**src/rtl/alu_op_responder.sv**
```systemverilog
// Handshaked ALU execution unit: ADD/SUB in one cycle, iterative MUL and DIV.
// Optional performance counters (op_cnt, err_cnt) are built when ALU_PERF_CNT_EN is defined.
module alu_op_responder #(
    parameter int DATA_W = 32,
    parameter int OUT_W  = 16
) (
    input  logic              clk,
    input  logic              rst_n,
    input  logic              req_valid,
    output logic              req_ready,
    input  logic [DATA_W-1:0] req_a,
    input  logic [DATA_W-1:0] req_b,
    input  logic [1:0]        req_sel,
    output logic              rsp_valid,
    input  logic              rsp_ready,
    output logic [OUT_W-1:0]  rsp_data,
    output logic              rsp_err,
    output logic              busy,
    output logic [1:0]        dbg_state
`ifdef ALU_PERF_CNT_EN
    ,
    output logic [15:0]       op_cnt,
    output logic [7:0]        err_cnt
`endif
);

    localparam logic [1:0] ST_IDLE = 2'd0;
    localparam logic [1:0] ST_EXEC = 2'd1;
    localparam logic [1:0] ST_RESP = 2'd2;

    localparam logic [1:0] SEL_ADD = 2'd0;
    localparam logic [1:0] SEL_SUB = 2'd1;
    localparam logic [1:0] SEL_MUL = 2'd2;
    localparam logic [1:0] SEL_DIV = 2'd3;

    localparam int              CNT_W    = $clog2(DATA_W + 1);
    localparam logic [CNT_W-1:0] LAST_MUL = CNT_W'(OUT_W - 1);
    localparam logic [CNT_W-1:0] LAST_DIV = CNT_W'(DATA_W - 1);

    logic [1:0]        state;
    logic [CNT_W-1:0]  cnt;
    logic [DATA_W-1:0] op_a;
    logic [DATA_W-1:0] op_b;
    logic [1:0]        op_sel;
    logic [OUT_W-1:0]  acc;
    logic [DATA_W-1:0] rem;
    logic [OUT_W-1:0]  rsp_data_q;
    logic              rsp_err_q;

    logic [CNT_W-1:0]  last_cnt;
    logic              exec_last;
    logic              b_zero;
    logic [OUT_W-1:0]  acc_nxt;
    logic [DATA_W:0]   rem_sh;
    logic              div_ge;
    logic [DATA_W-1:0] rem_nxt;
    logic [DATA_W-1:0] quo_nxt;
    logic [OUT_W-1:0]  result;

    // Both handshakes complete on a rising edge where valid && ready are high;
    // the sender holds its payload stable until then, and neither ready waits on valid.
    assign req_ready = (state == ST_IDLE);
    assign rsp_valid = (state == ST_RESP);
    assign busy      = (state != ST_IDLE);
    assign rsp_data  = rsp_data_q;
    assign rsp_err   = rsp_err_q;
    assign dbg_state = state;

    always_comb begin
        last_cnt = '0;
        case (op_sel)
            SEL_MUL: last_cnt = LAST_MUL;
            SEL_DIV: last_cnt = LAST_DIV;
            default: last_cnt = '0;
        endcase
        exec_last = (cnt == last_cnt);
        b_zero    = (op_b == '0);

        // MUL: op_a is the shifting multiplicand, op_b the shifting multiplier.
        acc_nxt = op_b[0] ? (acc + op_a[OUT_W-1:0]) : acc;

        // DIV: op_a shifts out dividend bits and shifts in quotient bits.
        rem_sh  = {rem, op_a[DATA_W-1]};
        div_ge  = (rem_sh >= {1'b0, op_b});
        rem_nxt = div_ge ? (rem_sh[DATA_W-1:0] - op_b) : rem_sh[DATA_W-1:0];
        quo_nxt = {op_a[DATA_W-2:0], div_ge};

        result = '0;
        case (op_sel)
            SEL_ADD: result = op_a[OUT_W-1:0] + op_b[OUT_W-1:0];
            SEL_SUB: result = op_a[OUT_W-1:0] - op_b[OUT_W-1:0];
            SEL_MUL: result = acc_nxt;
            default: result = b_zero ? '1 : quo_nxt[OUT_W-1:0];
        endcase
    end

    always_ff @(posedge clk or negedge rst_n) begin
        if (!rst_n) begin
            state      <= ST_IDLE;
            cnt        <= '0;
            op_a       <= '0;
            op_b       <= '0;
            op_sel     <= SEL_ADD;
            acc        <= '0;
            rem        <= '0;
            rsp_data_q <= '0;
            rsp_err_q  <= 1'b0;
        end else begin
            case (state)
                ST_IDLE: begin
                    if (req_valid) begin
                        op_a   <= req_a;
                        op_b   <= req_b;
                        op_sel <= req_sel;
                        cnt    <= '0;
                        acc    <= '0;
                        rem    <= '0;
                        state  <= ST_EXEC;
                    end
                end
                ST_EXEC: begin
                    cnt <= cnt + 1'b1;
                    if (op_sel == SEL_MUL) begin
                        acc  <= acc_nxt;
                        op_a <= op_a << 1;
                        op_b <= op_b >> 1;
                    end else if (op_sel == SEL_DIV) begin
                        rem  <= rem_nxt;
                        op_a <= quo_nxt;
                    end
                    if (exec_last) begin
                        rsp_data_q <= result;
                        rsp_err_q  <= (op_sel == SEL_DIV) && b_zero;
                        state      <= ST_RESP;
                    end
                end
                ST_RESP: begin
                    if (rsp_ready) begin
                        state <= ST_IDLE;
                    end
                end
                default: state <= ST_IDLE;
            endcase
        end
    end

`ifdef ALU_PERF_CNT_EN
    // op_cnt wraps naturally; err_cnt saturates so a burst of errors stays visible.
    always_ff @(posedge clk or negedge rst_n) begin
        if (!rst_n) begin
            op_cnt  <= '0;
            err_cnt <= '0;
        end else if ((state == ST_RESP) && rsp_ready) begin
            op_cnt <= op_cnt + 1'b1;
            if (rsp_err_q && (err_cnt != 8'hFF)) begin
                err_cnt <= err_cnt + 1'b1;
            end
        end
    end
`endif

endmodule

```
**config.mk**
```make
export PLATFORM = sky130hd
export DESIGN_NAME = alu_op_responder
export DESIGN_NICKNAME = d
export VERILOG_FILES = /design/src/rtl/alu_op_responder.sv
export SDC_FILE = /design/constraint.sdc
export NUM_CORES = 1
export LEC_CHECK = 0
export ABC_AREA = 1
export BUFFER_PORTS_ARGS = -buffer_cell sky130_fd_sc_hd__buf_4
export CAP_MARGIN = 10
export CORE_MARGIN = 4
export CORE_UTILIZATION = 65
export CTS_CLUSTER_SIZE = 30
export DETAILED_ROUTE_END_ITERATION = 10
export MAX_ROUTING_LAYER = met4
export PLACE_DENSITY = 0.86
export SLEW_MARGIN = 0
export SYNTH_ARGS = -nofsm -noshare
export SYNTH_HDL_FRONTEND = slang
export SYNTH_SLANG_ARGS = --single-unit
```
**constraint.sdc**
```tcl
create_clock -name clk -period 8.2 [get_ports clk]
set_input_delay 2.05 -clock clk [delete_from_list [all_inputs] [get_ports clk]]
set_output_delay 2.05 -clock clk [all_outputs]
set_load 0.005 [all_outputs]
```
==> results_dict.tcl <==
set metrics [dict create \
    area_delta_synth_final_pct 11.52 \
    final.fill_count 1446 \
    gp_congestion 1.069 \
    antenna_cells_inserted 0 \
    crit_path_top_delay_cell "dfrtp_1" \
    wirelength_mm 34.46 \
    timing.critical_path.cells "clkinv_1, ha_1, nand2_1, nor2_2, nand2_1, nor2_2, nand2_1, nand2_1, xor2_1, inv_1, ha_1, nand2_1, nor4_1, nand2_1, nand2_1, nand2_1, nand3_1, nand3_1, nand2_1, inv_1" \
    num_vias 11710 \
    most-common-layout-cells "nand2_1, inv_1, dfrtp_1" \
    worstSetupPathDepth 20 \
    synth_top_family_by_area "simple AND/OR/NAND/NOR gates" \
    antenna_found_initial 0 \
    synth.lib_cells_used.distinct 46 \
    area_share_of_and_or_nand_nor_cells_after_synthesis_pct 33.15 \
    dp_hpwl_mm 25.69 \
    postSynth.asyncResetShare_pct 100.0 \
    core_area_um2 17240 \
    htree_levels 4 \
    yosysWarnings 0 \
    synth-edff-count 0 \
    post-route-drc-count 0 \
    tritoncts_num_sinks 139 \
    crit_fanout 19 \
    worst_skew_pair.late_latency_ns 0.43 \
    worst_r2r_path_depth 20 \
    cts_max_path_buffers 2 \
    layout.nets 1922 \
    worstPathArrival_ns 4.51 \
    design.die.area_um2 19730 \
    number_of_global_route_vias_before_repair 11220 \
    fmax_ghz 0.2386 \
    clock_input_transition_at_the_sequential_cells_of_the_worst_setup_and_hold_paths_ns 0.06 \
    number_of_setup_buffers_added_after_cts 0 \
    post_synth_mux_area_share_pct 0 \
    required_ns 8.52 \
    timing.critical_path.slowest_cell_delay_ns 0.85 \
    min_path_cells 2 \
    post_synthesis_share_of_cell_area_spent_on_full_adders_half_adders_and_majority_gates_pct 7.548 \
    share_of_final_layout_standard_cells_stronger_than_drive_strength_1_pct 10.18 \
    status "completed" \
    grt.total_usage_pct 36.23 \
    hold_path_class "reg -> reg" \
    die_width_um 140.5 \
    firstDrtPassIters 5 \
    ys_flop_type "dfrtp_1" \
    final_hold_viol_count 0 \
    max_cap_viol_count 0 \
    worst-setup-path-type "reg -> reg" \
    setup_violators_final 0 \
    clock_tree.root_cell "clkbuf_16" \
    max_slew.worst_pin.slew_ns 1.181 \
    floorplan.die.height_um 140.5 \
    postCtsHoldBufs 0 \
    post_synthesis_cell_area_um2 11400 \
    timing_max_transition_violations_final 0 \
    finalCriticalPeriod_ns 4.191 \
    grt_pass1_wl_mm 56.17 \
    hold-worst-slack_ns 0.4866 \
    syn_avg_cell_area_um2 6.615 \
    cts_buffers 17 \
    maximum_number_of_pins_on_one_net_before_global_route_repair 85 \
    postCtsResizedCells 0 \
    fp-row-count 48 \
    timing.setup.tns_ns 0 \
    first_iter_violations 1177 \
    drt.antenna.violating_nets 0 \
    io_buffer_count 91 \
    synth_cells 1724 \
    grt_setup_unrepaired "false" \
    kind_of_launch_point_of_the_worst_setup_path "register" \
    synthXorXnorAreaFrac_pct 2.765 \
    initial_utilization_pct 66.17 \
    pin_count 92 \
    max_slew_margin_pct 21.26 \
    synth_sequential_area_ratio_pct 30.50 \
    synth.net_count 1861 \
    grt-ovfl-total 0 \
    tritoncts_clock_tree "yes" \
    most_frequent_cell_on_the_critical_path "nand2_1" \
    worst_clock_skew_ns 0.01341 \
    post-route-period-util_pct 51.11 \
    crit_path_end_kind "register" \
    vias_per_cell 5.793 \
    cell_class_contributing_the_biggest_share_of_worst_path_delay "simple AND/OR/NAND/NOR gates" \
    wl_per_instance_um 17.04 \
    layout.cells.most_common "nand2_1" \
    critical_path_buf_inv_count 3 \
    synth_compound_gate_area_share_pct 15.27 \
    ys_seq_elements 139 \
]
[stage by stage]
| stage | instances | cell area, µm² | setup slack [ns] | util [%] |
|---|---|---|---|---|
| 5_1_grt | 2022 | 12720 | 3.716 | 73.79 |
| 3_3_place_gp | 1991 | 12150 | 4.159 | 70.47 |
| 4_1_cts | 2022 | 12720 | 4.165 | 73.79 |
| 2_1_floorplan | 1724 | 11400 | 5.163 | - |
| 6_report | 2022 | 12720 | 4.009 | 73.79 |
| 3_5_place_dp | 1991 | 12150 | 4.186 | 70.47 |
[flip-flops by register name (all words and copies together), names as in the netlist]
signal,cells
rsp_data,16
op_b,32
cnt,6
op_a,32
dbg_state,2
op_sel,2
rem,32
rsp_err,1
acc,16
[worst register-to-register path: cells and delay by family (launching register included)]
family / cells / cell delay (ns)
simple gates: 14 / 1.37
buf+inv: 3 / 0.90
flops: 1 / 0.85
fa+ha+maj: 2 / 0.83
xor+xnor: 1 / 0.13
[synthesized netlist by cell type, types with 2 or more instances]
cell type / number / area (µm²)
o211ai_1: 63 / 473.0
a21boi_1: 4 / 30.03
o21ai_0: 113 / 565.5
a21oi_1: 74 / 370.4
nor2_4: 3 / 33.78
xnor2_1: 17 / 148.9
a22o_1: 2 / 17.52
nand3b_1: 42 / 315.3
dfrtp_1: 139 / 3478
inv_1: 236 / 885.9
buf_4: 7 / 52.55
nand4_1: 13 / 81.33
o22ai_1: 10 / 62.56
or2_1: 2 / 12.51
o31ai_1: 3 / 22.52
and2_1: 6 / 37.54
inv_2: 19 / 71.32
xor2_1: 19 / 166.4
buf_2: 18 / 90.09
o21bai_1: 5 / 37.54
nand2_2: 5 / 31.28
o21a_1: 10 / 75.07
ha_1: 64 / 800.8
fa_1: 3 / 60.06
or2_2: 9 / 56.30
nand2_1: 561 / 2106
nor2_1: 103 / 386.6
o21ai_1: 11 / 55.05
nand3_1: 99 / 495.5
clkbuf_1: 16 / 60.06
nand3_2: 2 / 20.02
nor2_2: 15 / 93.84
buf_6: 3 / 33.78
buf_1: 8 / 30.03
nor3_1: 9 / 45.04
[area by class of cell]
type	instances	area, µm²	area share, %
multi-input combinational	1277	6716	52.81
sequential	139	3478	27.35
inverter	256	960.9	7.555
timing repair buffer	94	709.4	5.578
clock buffer	18	429.2	3.374
tap	225	281.5	2.213
clock inverter	13	142.6	1.122
[path summary, 6_finish.rpt]
kind | from | end | slack (ns)
worst max-delay path | op_b[0]$_DFFE_PN0P_ | rsp_data[13]$_DFFE_PN0P_ | 4.01
worst max register to register | op_b[0]$_DFFE_PN0P_ | rsp_data[13]$_DFFE_PN0P_ | 4.01
worst min-delay path | rsp_err$_DFFE_PN0P_ | rsp_err$_DFFE_PN0P_ | 0.49
max in group asynchronous | rst_n | op_b[12]$_DFFE_PN0P_ | 5.21
worst min register to register | rsp_err$_DFFE_PN0P_ | rsp_err$_DFFE_PN0P_ | 0.49
min in group asynchronous | rst_n | acc[11]$_DFFE_PN0P_ | 1.60
[layer usage]
layer | part of all wire (%) | track usage (%)
met1 | 41 | 45.89
met4 | 3.2 | 12.90
met2 | 48 | 59.83
met5 | 0 | -
met3 | 7.3 | 4.848
[kinds of logic after synthesis]
family,after synthesis
AOI/OAI and AO/OA,299
xor gates and xnor gates,36
adders and majority gates,67
buffers and inverters,308
DFF,139
and+or+nand+nor,875
Power is left out: the tool's default activity adds up to more than one toggle a clock period on the data nets, which glitch-free logic cannot reach.
